`src/rtl/core_pkg.sv`:
```
// Shared opcodes, instruction classes and field positions for the 5-stage core.
package core_pkg;

   localparam int unsigned ILEN    = 32;
   localparam int unsigned OP_W    = 6;
   localparam int unsigned RIDX_W  = 5;
   localparam int unsigned OP_MSB  = 31;
   localparam int unsigned OP_LSB  = 26;
   localparam int unsigned RS_MSB  = 25;
   localparam int unsigned RS_LSB  = 21;
   localparam int unsigned RT_MSB  = 20;
   localparam int unsigned RT_LSB  = 16;
   localparam int unsigned RD_MSB  = 15;
   localparam int unsigned RD_LSB  = 11;
   localparam int unsigned IMM_MSB = 15;

   typedef logic [OP_W-1:0] opcode_t;

   localparam opcode_t OP_ADD  = 6'b000000;
   localparam opcode_t OP_SUB  = 6'b000001;
   localparam opcode_t OP_AND  = 6'b000010;
   localparam opcode_t OP_OR   = 6'b000011;
   localparam opcode_t OP_CMP  = 6'b000100;
   localparam opcode_t OP_MUL  = 6'b000101;
   localparam opcode_t OP_LW   = 6'b001000;
   localparam opcode_t OP_SW   = 6'b001001;
   localparam opcode_t OP_ADDI = 6'b001010;
   localparam opcode_t OP_SUBI = 6'b001011;
   localparam opcode_t OP_CMPI = 6'b001100;
   localparam opcode_t OP_BEQZ = 6'b001101;
   localparam opcode_t OP_BNEZ = 6'b001110;
   localparam opcode_t OP_HLT  = 6'b111111;

   typedef enum logic [2:0] {
      NONE, RR_ALU, RM_ALU, LOAD, STORE, BRANCH, HALT
   } itype_e;

   typedef enum logic [1:0] {
      FWD_REG, FWD_EXMEM, FWD_MEMWB
   } fwd_sel_e;

   // Unknown opcodes are treated as HLT so a stray word stops the core.
   function automatic itype_e decode_type(input opcode_t op);
      case (op)
         OP_ADD, OP_SUB, OP_AND, OP_OR, OP_CMP, OP_MUL: return RR_ALU;
         OP_ADDI, OP_SUBI, OP_CMPI:                      return RM_ALU;
         OP_LW:                                          return LOAD;
         OP_SW:                                          return STORE;
         OP_BEQZ, OP_BNEZ:                               return BRANCH;
         OP_HLT:                                         return HALT;
         default:                                        return HALT;
      endcase
   endfunction

   function automatic logic writes_reg(input itype_e t);
      return (t == RR_ALU) || (t == RM_ALU) || (t == LOAD);
   endfunction

   function automatic logic uses_rs(input itype_e t);
      return (t == RR_ALU) || (t == RM_ALU) || (t == LOAD) || (t == STORE) || (t == BRANCH);
   endfunction

   function automatic logic uses_rt(input itype_e t);
      return (t == RR_ALU) || (t == STORE);
   endfunction

endpackage

```
`src/rtl/core_fwd_unit.sv`:
```
// Operand forwarding select for EX and load-use hazard detection for ID.
module core_fwd_unit
   import core_pkg::*;
(
   input  itype_e              id_type_i,
   input  logic [RIDX_W-1:0]   id_rs_i,
   input  logic [RIDX_W-1:0]   id_rt_i,
   input  itype_e              ex_type_i,
   input  logic [RIDX_W-1:0]   ex_rs_i,
   input  logic [RIDX_W-1:0]   ex_rt_i,
   input  logic [RIDX_W-1:0]   ex_dst_i,
   input  itype_e              exmem_type_i,
   input  logic [RIDX_W-1:0]   exmem_dst_i,
   input  itype_e              memwb_type_i,
   input  logic [RIDX_W-1:0]   memwb_dst_i,
   output fwd_sel_e            fwd_a_c_o,
   output fwd_sel_e            fwd_b_c_o,
   output logic                load_use_c_o
);

   logic exmem_fwd_ok;
   logic memwb_fwd_ok;

   // Youngest producer wins; a load in EX/MEM has no value yet and is never a source.
   always_comb begin
      fwd_a_c_o    = FWD_REG;
      fwd_b_c_o    = FWD_REG;
      exmem_fwd_ok = writes_reg(exmem_type_i) && (exmem_type_i != LOAD) && (exmem_dst_i != '0);
      memwb_fwd_ok = writes_reg(memwb_type_i) && (memwb_dst_i != '0);
      if (exmem_fwd_ok && (exmem_dst_i == ex_rs_i)) begin
         fwd_a_c_o = FWD_EXMEM;
      end else if (memwb_fwd_ok && (memwb_dst_i == ex_rs_i)) begin
         fwd_a_c_o = FWD_MEMWB;
      end
      if (exmem_fwd_ok && (exmem_dst_i == ex_rt_i)) begin
         fwd_b_c_o = FWD_EXMEM;
      end else if (memwb_fwd_ok && (memwb_dst_i == ex_rt_i)) begin
         fwd_b_c_o = FWD_MEMWB;
      end
   end

   // A load in EX whose target is read by the instruction in ID needs one bubble.
   always_comb begin
      load_use_c_o = (ex_type_i == LOAD) &&
                     ((uses_rs(id_type_i) && (ex_dst_i == id_rs_i)) ||
                      (uses_rt(id_type_i) && (ex_dst_i == id_rt_i)));
   end

endmodule

```
`src/rtl/pipelined_core_fwd.sv`:
```
// 5-stage in-order integer core with full forwarding, load-use interlock and branch flush.
module pipelined_core_fwd
   import core_pkg::*;
#(
   parameter int unsigned XLEN = 32,
   parameter int unsigned AW   = 10,
   parameter int unsigned NREG = 32
)(
   input  logic              clk,
   input  logic              rst,
   output logic [AW-1:0]     imem_addr,
   input  logic [ILEN-1:0]   imem_rdata,
   output logic [AW-1:0]     dmem_addr,
   input  logic [XLEN-1:0]   dmem_rdata,
   output logic [XLEN-1:0]   dmem_wdata,
   output logic              dmem_we,
   output logic              retire,
   output logic              halted,
   input  logic [RIDX_W-1:0] dbg_raddr,
   output logic [XLEN-1:0]   dbg_rdata
);

   localparam int unsigned RF_AW = (NREG > 1) ? $clog2(NREG) : 1;

   logic [AW-1:0]     pc_q, pc_d;
   logic              stop_q, stop_d, halted_q;
   logic              ifid_vld_q, ifid_vld_d, ifid_ld_c;
   logic [ILEN-1:0]   ifid_ir_q;
   logic [AW-1:0]     ifid_npc_q;
   itype_e            idex_type_q, exmem_type_q, memwb_type_q;
   opcode_t           idex_op_q;
   logic [RIDX_W-1:0] idex_rs_q, idex_rt_q, idex_dst_q, exmem_dst_q, memwb_dst_q;
   logic [XLEN-1:0]   idex_a_q, idex_b_q, idex_imm_q;
   logic [AW-1:0]     idex_npc_q;
   logic [XLEN-1:0]   exmem_alu_q, exmem_sd_q, memwb_res_q;
   logic [XLEN-1:0]   rf_q [NREG];

   itype_e            id_type_c;
   opcode_t           id_op_c;
   logic [RIDX_W-1:0] id_rs_c, id_rt_c, id_dst_c;
   logic [XLEN-1:0]   id_a_c, id_b_c, id_imm_c;
   logic              wb_we_c, stall_c, load_use_c, hlt_in_id_c, br_taken_c;
   logic [AW-1:0]     br_tgt_c;
   fwd_sel_e          fwd_a_c, fwd_b_c;
   logic [XLEN-1:0]   ex_a_c, ex_rt_c, ex_b_c, ex_alu_c;

   function automatic logic in_rf(input logic [RIDX_W-1:0] idx);
      return (idx != '0) && (32'(idx) < NREG);
   endfunction

   // ID decode and register read with same-cycle WB bypass.
   always_comb begin
      id_op_c   = ifid_ir_q[OP_MSB:OP_LSB];
      id_type_c = ifid_vld_q ? decode_type(id_op_c) : NONE;
      id_rs_c   = ifid_ir_q[RS_MSB:RS_LSB];
      id_rt_c   = ifid_ir_q[RT_MSB:RT_LSB];
      id_imm_c  = XLEN'($signed(ifid_ir_q[IMM_MSB:0]));
      id_dst_c  = '0;
      if (id_type_c == RR_ALU) begin
         id_dst_c = ifid_ir_q[RD_MSB:RD_LSB];
      end else if ((id_type_c == RM_ALU) || (id_type_c == LOAD)) begin
         id_dst_c = id_rt_c;
      end
      wb_we_c = writes_reg(memwb_type_q) && in_rf(memwb_dst_q);
      id_a_c  = '0;
      id_b_c  = '0;
      if (in_rf(id_rs_c)) begin
         id_a_c = (wb_we_c && (memwb_dst_q == id_rs_c)) ? memwb_res_q : rf_q[RF_AW'(id_rs_c)];
      end
      if (in_rf(id_rt_c)) begin
         id_b_c = (wb_we_c && (memwb_dst_q == id_rt_c)) ? memwb_res_q : rf_q[RF_AW'(id_rt_c)];
      end
      hlt_in_id_c = (id_type_c == HALT);
   end

   core_fwd_unit u_fwd (
      .id_type_i    (id_type_c),
      .id_rs_i      (id_rs_c),
      .id_rt_i      (id_rt_c),
      .ex_type_i    (idex_type_q),
      .ex_rs_i      (idex_rs_q),
      .ex_rt_i      (idex_rt_q),
      .ex_dst_i     (idex_dst_q),
      .exmem_type_i (exmem_type_q),
      .exmem_dst_i  (exmem_dst_q),
      .memwb_type_i (memwb_type_q),
      .memwb_dst_i  (memwb_dst_q),
      .fwd_a_c_o    (fwd_a_c),
      .fwd_b_c_o    (fwd_b_c),
      .load_use_c_o (load_use_c)
   );

   assign stall_c = load_use_c && !halted_q;

   // EX operand muxing, ALU and branch resolution.
   always_comb begin
      case (fwd_a_c)
         FWD_EXMEM: ex_a_c = exmem_alu_q;
         FWD_MEMWB: ex_a_c = memwb_res_q;
         default:   ex_a_c = idex_a_q;
      endcase
      case (fwd_b_c)
         FWD_EXMEM: ex_rt_c = exmem_alu_q;
         FWD_MEMWB: ex_rt_c = memwb_res_q;
         default:   ex_rt_c = idex_b_q;
      endcase
      ex_b_c = (idex_type_q == RR_ALU) ? ex_rt_c : idex_imm_q;
      case (idex_op_q)
         OP_SUB, OP_SUBI: ex_alu_c = ex_a_c - ex_b_c;
         OP_AND:          ex_alu_c = ex_a_c & ex_b_c;
         OP_OR:           ex_alu_c = ex_a_c | ex_b_c;
         OP_CMP, OP_CMPI: ex_alu_c = XLEN'(ex_a_c < ex_b_c);
         OP_MUL:          ex_alu_c = ex_a_c * ex_b_c;
         default:         ex_alu_c = ex_a_c + ex_b_c;
      endcase
      br_taken_c = (idex_type_q == BRANCH) &&
                   ((idex_op_q == OP_BEQZ) ? (ex_a_c == '0) : (ex_a_c != '0));
      br_tgt_c   = idex_npc_q + AW'(idex_imm_q);
   end

   // Fetch control: branch redirect beats the halt freeze, which beats the load-use hold.
   always_comb begin
      pc_d       = pc_q + AW'(1);
      ifid_vld_d = 1'b1;
      ifid_ld_c  = 1'b1;
      stop_d     = stop_q;
      if (br_taken_c) begin
         pc_d       = br_tgt_c;
         ifid_vld_d = 1'b0;
         ifid_ld_c  = 1'b0;
      end else if (stop_q || hlt_in_id_c) begin
         pc_d       = pc_q;
         ifid_vld_d = 1'b0;
         ifid_ld_c  = 1'b0;
         stop_d     = 1'b1;
      end else if (stall_c) begin
         pc_d       = pc_q;
         ifid_vld_d = ifid_vld_q;
         ifid_ld_c  = 1'b0;
      end
   end

   // PC and IF/ID register.
   always_ff @(posedge clk or posedge rst) begin
      if (rst) begin
         pc_q       <= '0;
         stop_q     <= 1'b0;
         ifid_vld_q <= 1'b0;
         ifid_ir_q  <= '0;
         ifid_npc_q <= '0;
      end else begin
         pc_q       <= pc_d;
         stop_q     <= stop_d;
         ifid_vld_q <= ifid_vld_d;
         if (ifid_ld_c) begin
            ifid_ir_q  <= imem_rdata;
            ifid_npc_q <= pc_q + AW'(1);
         end
      end
   end

   // ID/EX register; a bubble is injected on flush or load-use stall.
   always_ff @(posedge clk or posedge rst) begin
      if (rst) begin
         idex_type_q <= NONE;
         idex_op_q   <= '0;
         idex_rs_q   <= '0;
         idex_rt_q   <= '0;
         idex_dst_q  <= '0;
         idex_a_q    <= '0;
         idex_b_q    <= '0;
         idex_imm_q  <= '0;
         idex_npc_q  <= '0;
      end else begin
         idex_type_q <= (br_taken_c || stall_c) ? NONE : id_type_c;
         idex_op_q   <= id_op_c;
         idex_rs_q   <= id_rs_c;
         idex_rt_q   <= id_rt_c;
         idex_dst_q  <= id_dst_c;
         idex_a_q    <= id_a_c;
         idex_b_q    <= id_b_c;
         idex_imm_q  <= id_imm_c;
         idex_npc_q  <= ifid_npc_q;
      end
   end

   // EX/MEM and MEM/WB registers plus the sticky halt flag.
   always_ff @(posedge clk or posedge rst) begin
      if (rst) begin
         exmem_type_q <= NONE;
         exmem_dst_q  <= '0;
         exmem_alu_q  <= '0;
         exmem_sd_q   <= '0;
         memwb_type_q <= NONE;
         memwb_dst_q  <= '0;
         memwb_res_q  <= '0;
         halted_q     <= 1'b0;
      end else begin
         exmem_type_q <= idex_type_q;
         exmem_dst_q  <= idex_dst_q;
         exmem_alu_q  <= ex_alu_c;
         exmem_sd_q   <= ex_rt_c;
         memwb_type_q <= exmem_type_q;
         memwb_dst_q  <= exmem_dst_q;
         memwb_res_q  <= (exmem_type_q == LOAD) ? dmem_rdata : exmem_alu_q;
         if (memwb_type_q == HALT) begin
            halted_q <= 1'b1;
         end
      end
   end

   // Register file write on the WB edge.
   always_ff @(posedge clk or posedge rst) begin
      if (rst) begin
         for (int i = 0; i < int'(NREG); i++) begin
            rf_q[i] <= '0;
         end
      end else if (wb_we_c) begin
         rf_q[RF_AW'(memwb_dst_q)] <= memwb_res_q;
      end
   end

   assign imem_addr  = pc_q;
   assign dmem_addr  = AW'(exmem_alu_q);
   assign dmem_wdata = exmem_sd_q;
   assign dmem_we    = (exmem_type_q == STORE);
   assign retire     = (memwb_type_q != NONE);
   assign halted     = halted_q;
   assign dbg_rdata  = in_rf(dbg_raddr) ? rf_q[RF_AW'(dbg_raddr)] : '0;

endmodule

```
`config.mk`:
```
export PLATFORM = sky130hd
export DESIGN_NAME = pipelined_core_fwd
export DESIGN_NICKNAME = d
export VERILOG_FILES = /design/src/rtl/core_pkg.sv /design/src/rtl/core_fwd_unit.sv /design/src/rtl/pipelined_core_fwd.sv
export SDC_FILE = /design/constraint.sdc
export NUM_CORES = 2
export LEC_CHECK = 0
export CAP_MARGIN = 10
export CELL_PAD_IN_SITES_DETAIL_PLACEMENT = 0
export CELL_PAD_IN_SITES_GLOBAL_PLACEMENT = 2
export CORE_MARGIN = 2
export CORE_UTILIZATION = 46
export DETAILED_ROUTE_END_ITERATION = 10
export GPL_ROUTABILITY_DRIVEN = 0
export PLACE_DENSITY = 0.9
export SYNTH_ARGS = -nofsm -noshare
export SYNTH_HDL_FRONTEND = slang
export SYNTH_SLANG_ARGS = --single-unit
```
`constraint.sdc`:
```
create_clock -name clk -period 58.3 [get_ports clk]
set_input_delay 11.66 -clock clk [delete_from_list [all_inputs] [get_ports clk]]
set_output_delay 11.66 -clock clk [all_outputs]
set_load 0.01 [all_outputs]
```
Word-level counts from Yosys, hierarchy flattened:

Memories as Yosys holds them, arrays and structs flattened.
Cells that the tools add are included.
W data, S select, Z words.

* magnitude comparators: 6
* $mul: 1
* bitwise gates (word level): 7
* add/sub/neg operators: 4
* equality and inequality tests: 41
* multiplexer cells: 40
* reduce and logical (&&, ||, !) cells: 41

Operators with widths (count)
* $bwmux W1024: 1
* $bmux W32 S5: 3
* $mux W32: 14
* $demux W32 S5: 1
* $pmux W32 S5: 1
* $pmux W32 S2: 2
* $eq A5 B5 Y1: 8
* $add A32 B32 Y32: 1
* $and A32 B32 Y32: 1
* $logic_not A32 Y1: 1
* $lt A32 B32 Y1: 1
* $mul A32 B32 Y32: 1
* $or A32 B32 Y32: 1
* $reduce_bool A32 Y1: 1
* $sub A32 B32 Y32: 1
* $mux W10: 3
* $reduce_bool A5 Y1: 5
* $ge A6 B6 Y1 const B: 4
* $not A5 Y6: 4
* $eq A3 B2 Y1 const B: 7
* $eq A3 B3 Y1 const B: 6
* $eq A6 B4 Y1 const B: 3
* $logic_and A1 B1 Y1: 15
* $logic_or A1 B1 Y1: 13
* other kinds (22): 42

* bits in read-only memories: 192
* word-level logic and storage cells: 195
* output and inout bits: 87
* input bits: 71
* memories: 1
* bits in registers: 1305

Memory list
* (no name shown): words 64, width 3, read ports 1, clocked after Yosys merged registers in 0, write ports 0, RTL line core_pkg.sv:44 `case (op)`

Depth between registers and ports, before layout:

* depth after elaboration: 14
* mapped depth: 41
* mapped depth without buffers: 36

Hierarchy:

From an unflattened synthesis, not the netlist that was laid out.

* cells, all modules: 7163
* area total of the unflattened synthesis: 93159.3 um^2

Modules (own cells, without submodules)
* pipelined_core_fwd: area an instance 92732.7 um^2, cells each 7107, sequential area each 32656.3 um^2, instances 1
* core_fwd_unit: area an instance 426.7 um^2, cells each 56, sequential area each 0.0 um^2, instances 1

Least setup slack after synthesis:

No wires, ideal clock.

* kind: input to output
* start: input port dbg_raddr[0]
* end: output port dbg_rdata[17]
* path slack: 32.517 ns
* required time: 46.640 ns
* path buffers: 3
* data arrival time: 14.123 ns
* stages on the path: 7
* cell sequence: clkbuf_1 -> clkbuf_1 -> buf_1 -> mux4_2 -> mux4_2 -> mux2i_1 -> nor2_1

* longest elaborated chain between the ends: 5
* elaborated cells on any way between the ends: 6
* classes of those cells: mux (4); bitwise (1); reduce/logical (1)

RTL lines
* from (decl): RTL line pipelined_core_fwd.sv:19 `input logic [RIDX_W-1:0] dbg_raddr,`
* $not A5 Y6 (not written as such): RTL line pipelined_core_fwd.sv:229 `assign dbg_rdata = in_rf(dbg_raddr) ? rf_q[RF_AW'(dbg_raddr)] : '0;`
* $bmux W32 S5: RTL line pipelined_core_fwd.sv:229
* $mux W32 (not written as such) (2 in series): RTL line pipelined_core_fwd.sv:229
* $mux W32 (*): RTL line pipelined_core_fwd.sv:229
* to (decl): RTL line pipelined_core_fwd.sv:20 `output logic [XLEN-1:0] dbg_rdata`

Mark *: on every way between the ends. The rest lies on a longest branch, timed or not. The select of a mux whose other input is x is not followed.

Final worst setup path:

* start: input port dbg_raddr[1]
* end: output port dbg_rdata[20]

The elaborated chain is that of the path after synthesis.

==> results.cfg <==
[grt]
grt.met1_usage = 0.384
grt_busiest_layer = met2
track_usage = 0.312
antenna_found_initial = 20
first_global_vias = 67361
gr-usage-met3 = 0.0857
grt_use_met2 = 0.493
grt_pass1_wl_um = 474000
grt_max_degree = 183
grt-ovfl-total = 0

[pwr]
power_density_nw_per_um2 = 33.0
leakagePower_nw = 46.8
peakVddDrop_mv = 0.0563
total_power_mw = 3.40

[floorplan]
initial_core_util = 0.464
die_h_um = 456
die_x_um = 456
dieArea_um2 = 208000
io_pins = 158
core_um2 = 203000
num_rows = 165

[detailed_routing]
drt_iter0_markers = 7353
num_vias = 65479
viasPerCell = 6.67
wl_um = 325000
wl_per_cell_um = 33.1
drc_errors = 0
dr.pass1.iters = 7
ant_nets = 0

[clock_network]
numCtsBuffers = 146
clockRootBuffer = clkbuf_16
clk_pin_slew_worst_paths_ns = 0.06
cts_tree = yes
cts_resized = 0
htreeDepth = 4
clock_sinks = 1305
cts_setup_buffers = 0
postCtsHoldBufs = 0
clk_latency_ns = 0.84
clk_path_buf_depth = 3

[placement]
dp_slack_ns = 30.74
placed_cells = 9550
placed_cell_area_um2 = 97900
dp_hpwl_um = 207000
io_buffers = 157

[timing]
finClkSkew_ns = 0.0376
setup_violations = 0
fin_ws_ns = 30.71
finalMaxSlewViolations = 0
maxSlewHeadroom = 0.189
worst_hold_slack_ns = 0.368
worst_slew_pin_slew_ns = 1.22
fmaxAchievable_mhz = 36.2
period_share = 0.473
rsz0062_at_grt = false
fin_crit_ns = 27.59
tns_ns = 0
hold_viol_final = 0

[logic_synthesis]
synth_top_area_share = 0.347
synth.distinct_cells = 104
synth_largest_area_cell = dfrtp_1
syn-cell-area_um2 = 94100
ys_top_cells_by_area = dfrtp_1 (35%), mux4_2 (23%), mux2_2 (13%), fa_1 (8.7%), ha_1 (3.1%)
yosys_warnings = 0
synthCells = 7239
yosysSeqAreaShare = 0.347
synthArstFlopShare = 1.00
synth_nets = 7952
synth-edff-count = 0
synth.avg_cell_area_um2 = 13.0
ys.flop_type = dfrtp_1
ys_ff_latch = 1305

[setup_path]
cp.required_ns = 46.64
crit_buf_inv = 4
cpLargestDelayFamily = buffers and inverters
critical_path_class = input pin to output pin
reg2regPathDepth = 33
endpoint_kind = output pin
cpPeakStageDelay_ns = 0.78
crit_path_frequent_cell = mux4_2
start_kind = input pin
cp.arrival_ns = 15.93
critical_path_depth = 8
r2r_slack_ns = 46.25
critPathSlowestCell = buf_4
path_cells = buf_8 -> buf_4 -> buf_12 -> mux4_2 -> mux4_2 -> mux2i_1 -> nor2_1 -> clkdlybuf4s50_1
critPathMaxFanout = 133

[layout]
stdcell_count = 9817
fin_util = 0.508
area_delta_synth_final_pct = 9.48
layout_commonest_cell = dfrtp_1
nets = 7741
drive_above_1_share = 0.357
layout_common_cells = dfrtp_1 (1,294), mux2_2 (1,057), mux4_2 (960)
post-route-cell-area_um2 = 103000
fillCellCount = 17122

[hold_path]
hold_path_class = flop to flop
min_path_cells = 0

[run_status]
outcome = complete, no violations

[run]
maxCapViolations = 0
logic make-up after synthesis:
family / share of synthesized area
multiplexers: 0.372
AND/OR/NAND/NOR: 0.0519
adder cells (fa/ha/maj): 0.118
flip-flops: 0.347
buffers and inverters: 0.0509
XOR/XNOR: 0.0140
AO/OA/AOI/OAI: 0.0456
worst reg2reg max path, delay by kind of cell (launching register included):
family,cells,cell delay [ns]
adder cells (fa/ha/maj),9,4.26
AO/OA/AOI/OAI,12,3.31
buffers and inverters,5,1.21
AND/OR/NAND/NOR,4,1.17
multiplexers,2,0.88
flip-flops,1,0.83
XOR/XNOR,1,0.24
synthesized netlist by cell type (9+ instances only):
| cell type | count |
|---|---|
| a211oi_1 | 74 |
| a21o_1 | 34 |
| a21oi_1 | 149 |
| a221o_1 | 10 |
| a221oi_1 | 14 |
| a22oi_1 | 9 |
| a31oi_1 | 26 |
| and2_1 | 12 |
| and3_1 | 10 |
| buf_1 | 152 |
| buf_2 | 26 |
| buf_4 | 13 |
| clkbuf_1 | 478 |
| clkinv_1 | 13 |
| dfrtp_1 | 1305 |
| fa_1 | 411 |
| ha_1 | 231 |
| inv_1 | 515 |
| inv_2 | 15 |
| mux2_2 | 1057 |
| mux2i_1 | 146 |
| mux4_2 | 960 |
| nand2_1 | 386 |
| nand2b_1 | 13 |
| nand3_1 | 51 |
| nand4_1 | 18 |
| nor2_1 | 502 |
| nor2b_1 | 15 |
| nor3_1 | 28 |
| nor3b_1 | 10 |
| nor4_1 | 35 |
| o211ai_1 | 21 |
| o21a_1 | 15 |
| o21ai_0 | 104 |
| o21ai_1 | 20 |
| o21bai_1 | 27 |
| o221ai_1 | 13 |
| o22ai_1 | 20 |
| o31ai_1 | 9 |
| or3_1 | 11 |
| xnor2_1 | 94 |
| xor2_1 | 30 |
path summary, 6_finish.rpt:
check	start	to
max reg2reg	memwb_dst_q[2]	exmem_alu_q[27]
min	ifid_npc_q[0]	idex_npc_q[0]
max	dbg_raddr[1]	dbg_rdata[20]
max in group asynchronous	rst	idex_npc_q[4]
min in group asynchronous	rst	ifid_ir_q[24]
min reg2reg	ifid_npc_q[0]	idex_npc_q[0]
routing by layer:
layer | vias to the layer above | share of wire
met2 | 3768 | 0.47
li1 | 26013 | -
met5 | - | 0.00016
met1 | 34645 | 0.36
met3 | 1045 | 0.10
met4 | 8 | 0.072
registers in the layout (all words and copies together) (netlist names), 6 cells and up:
| signal | cells |
|---|---|
| dmem_wdata | 32 |
| idex_b_q | 32 |
| imem_addr | 10 |
| memwb_res_q | 32 |
| ifid_npc_q | 10 |
| idex_npc_q | 10 |
| idex_imm_q | 16 |
| ifid_ir_q | 32 |
| exmem_alu_q | 32 |
| rf_q | 1024 |
| idex_op_q | 6 |
| idex_a_q | 32 |
power by group:
group          switching (mW)  internal (mW)
Sequential              0.163          0.977
Clock                   0.404          0.572
Combinational           0.848          0.435
Total                    1.41           1.98
area by class of cell:
class                           count  area (um^2)  share of cell area
Sequential cell                  1305        32700               0.317
Timing Repair Buffer              322         2970              0.0289
Inverter                          544         2050              0.0199
Clock inverter                     59          746             0.00724
Clock buffer                      202         4270              0.0415
Multi-Input combinational cell   4709        56900               0.552
Tap cell                         2672         3340              0.0325
Antenna cell                        4         10.0           0.0000972
Power figures use the tool's default switching activity.
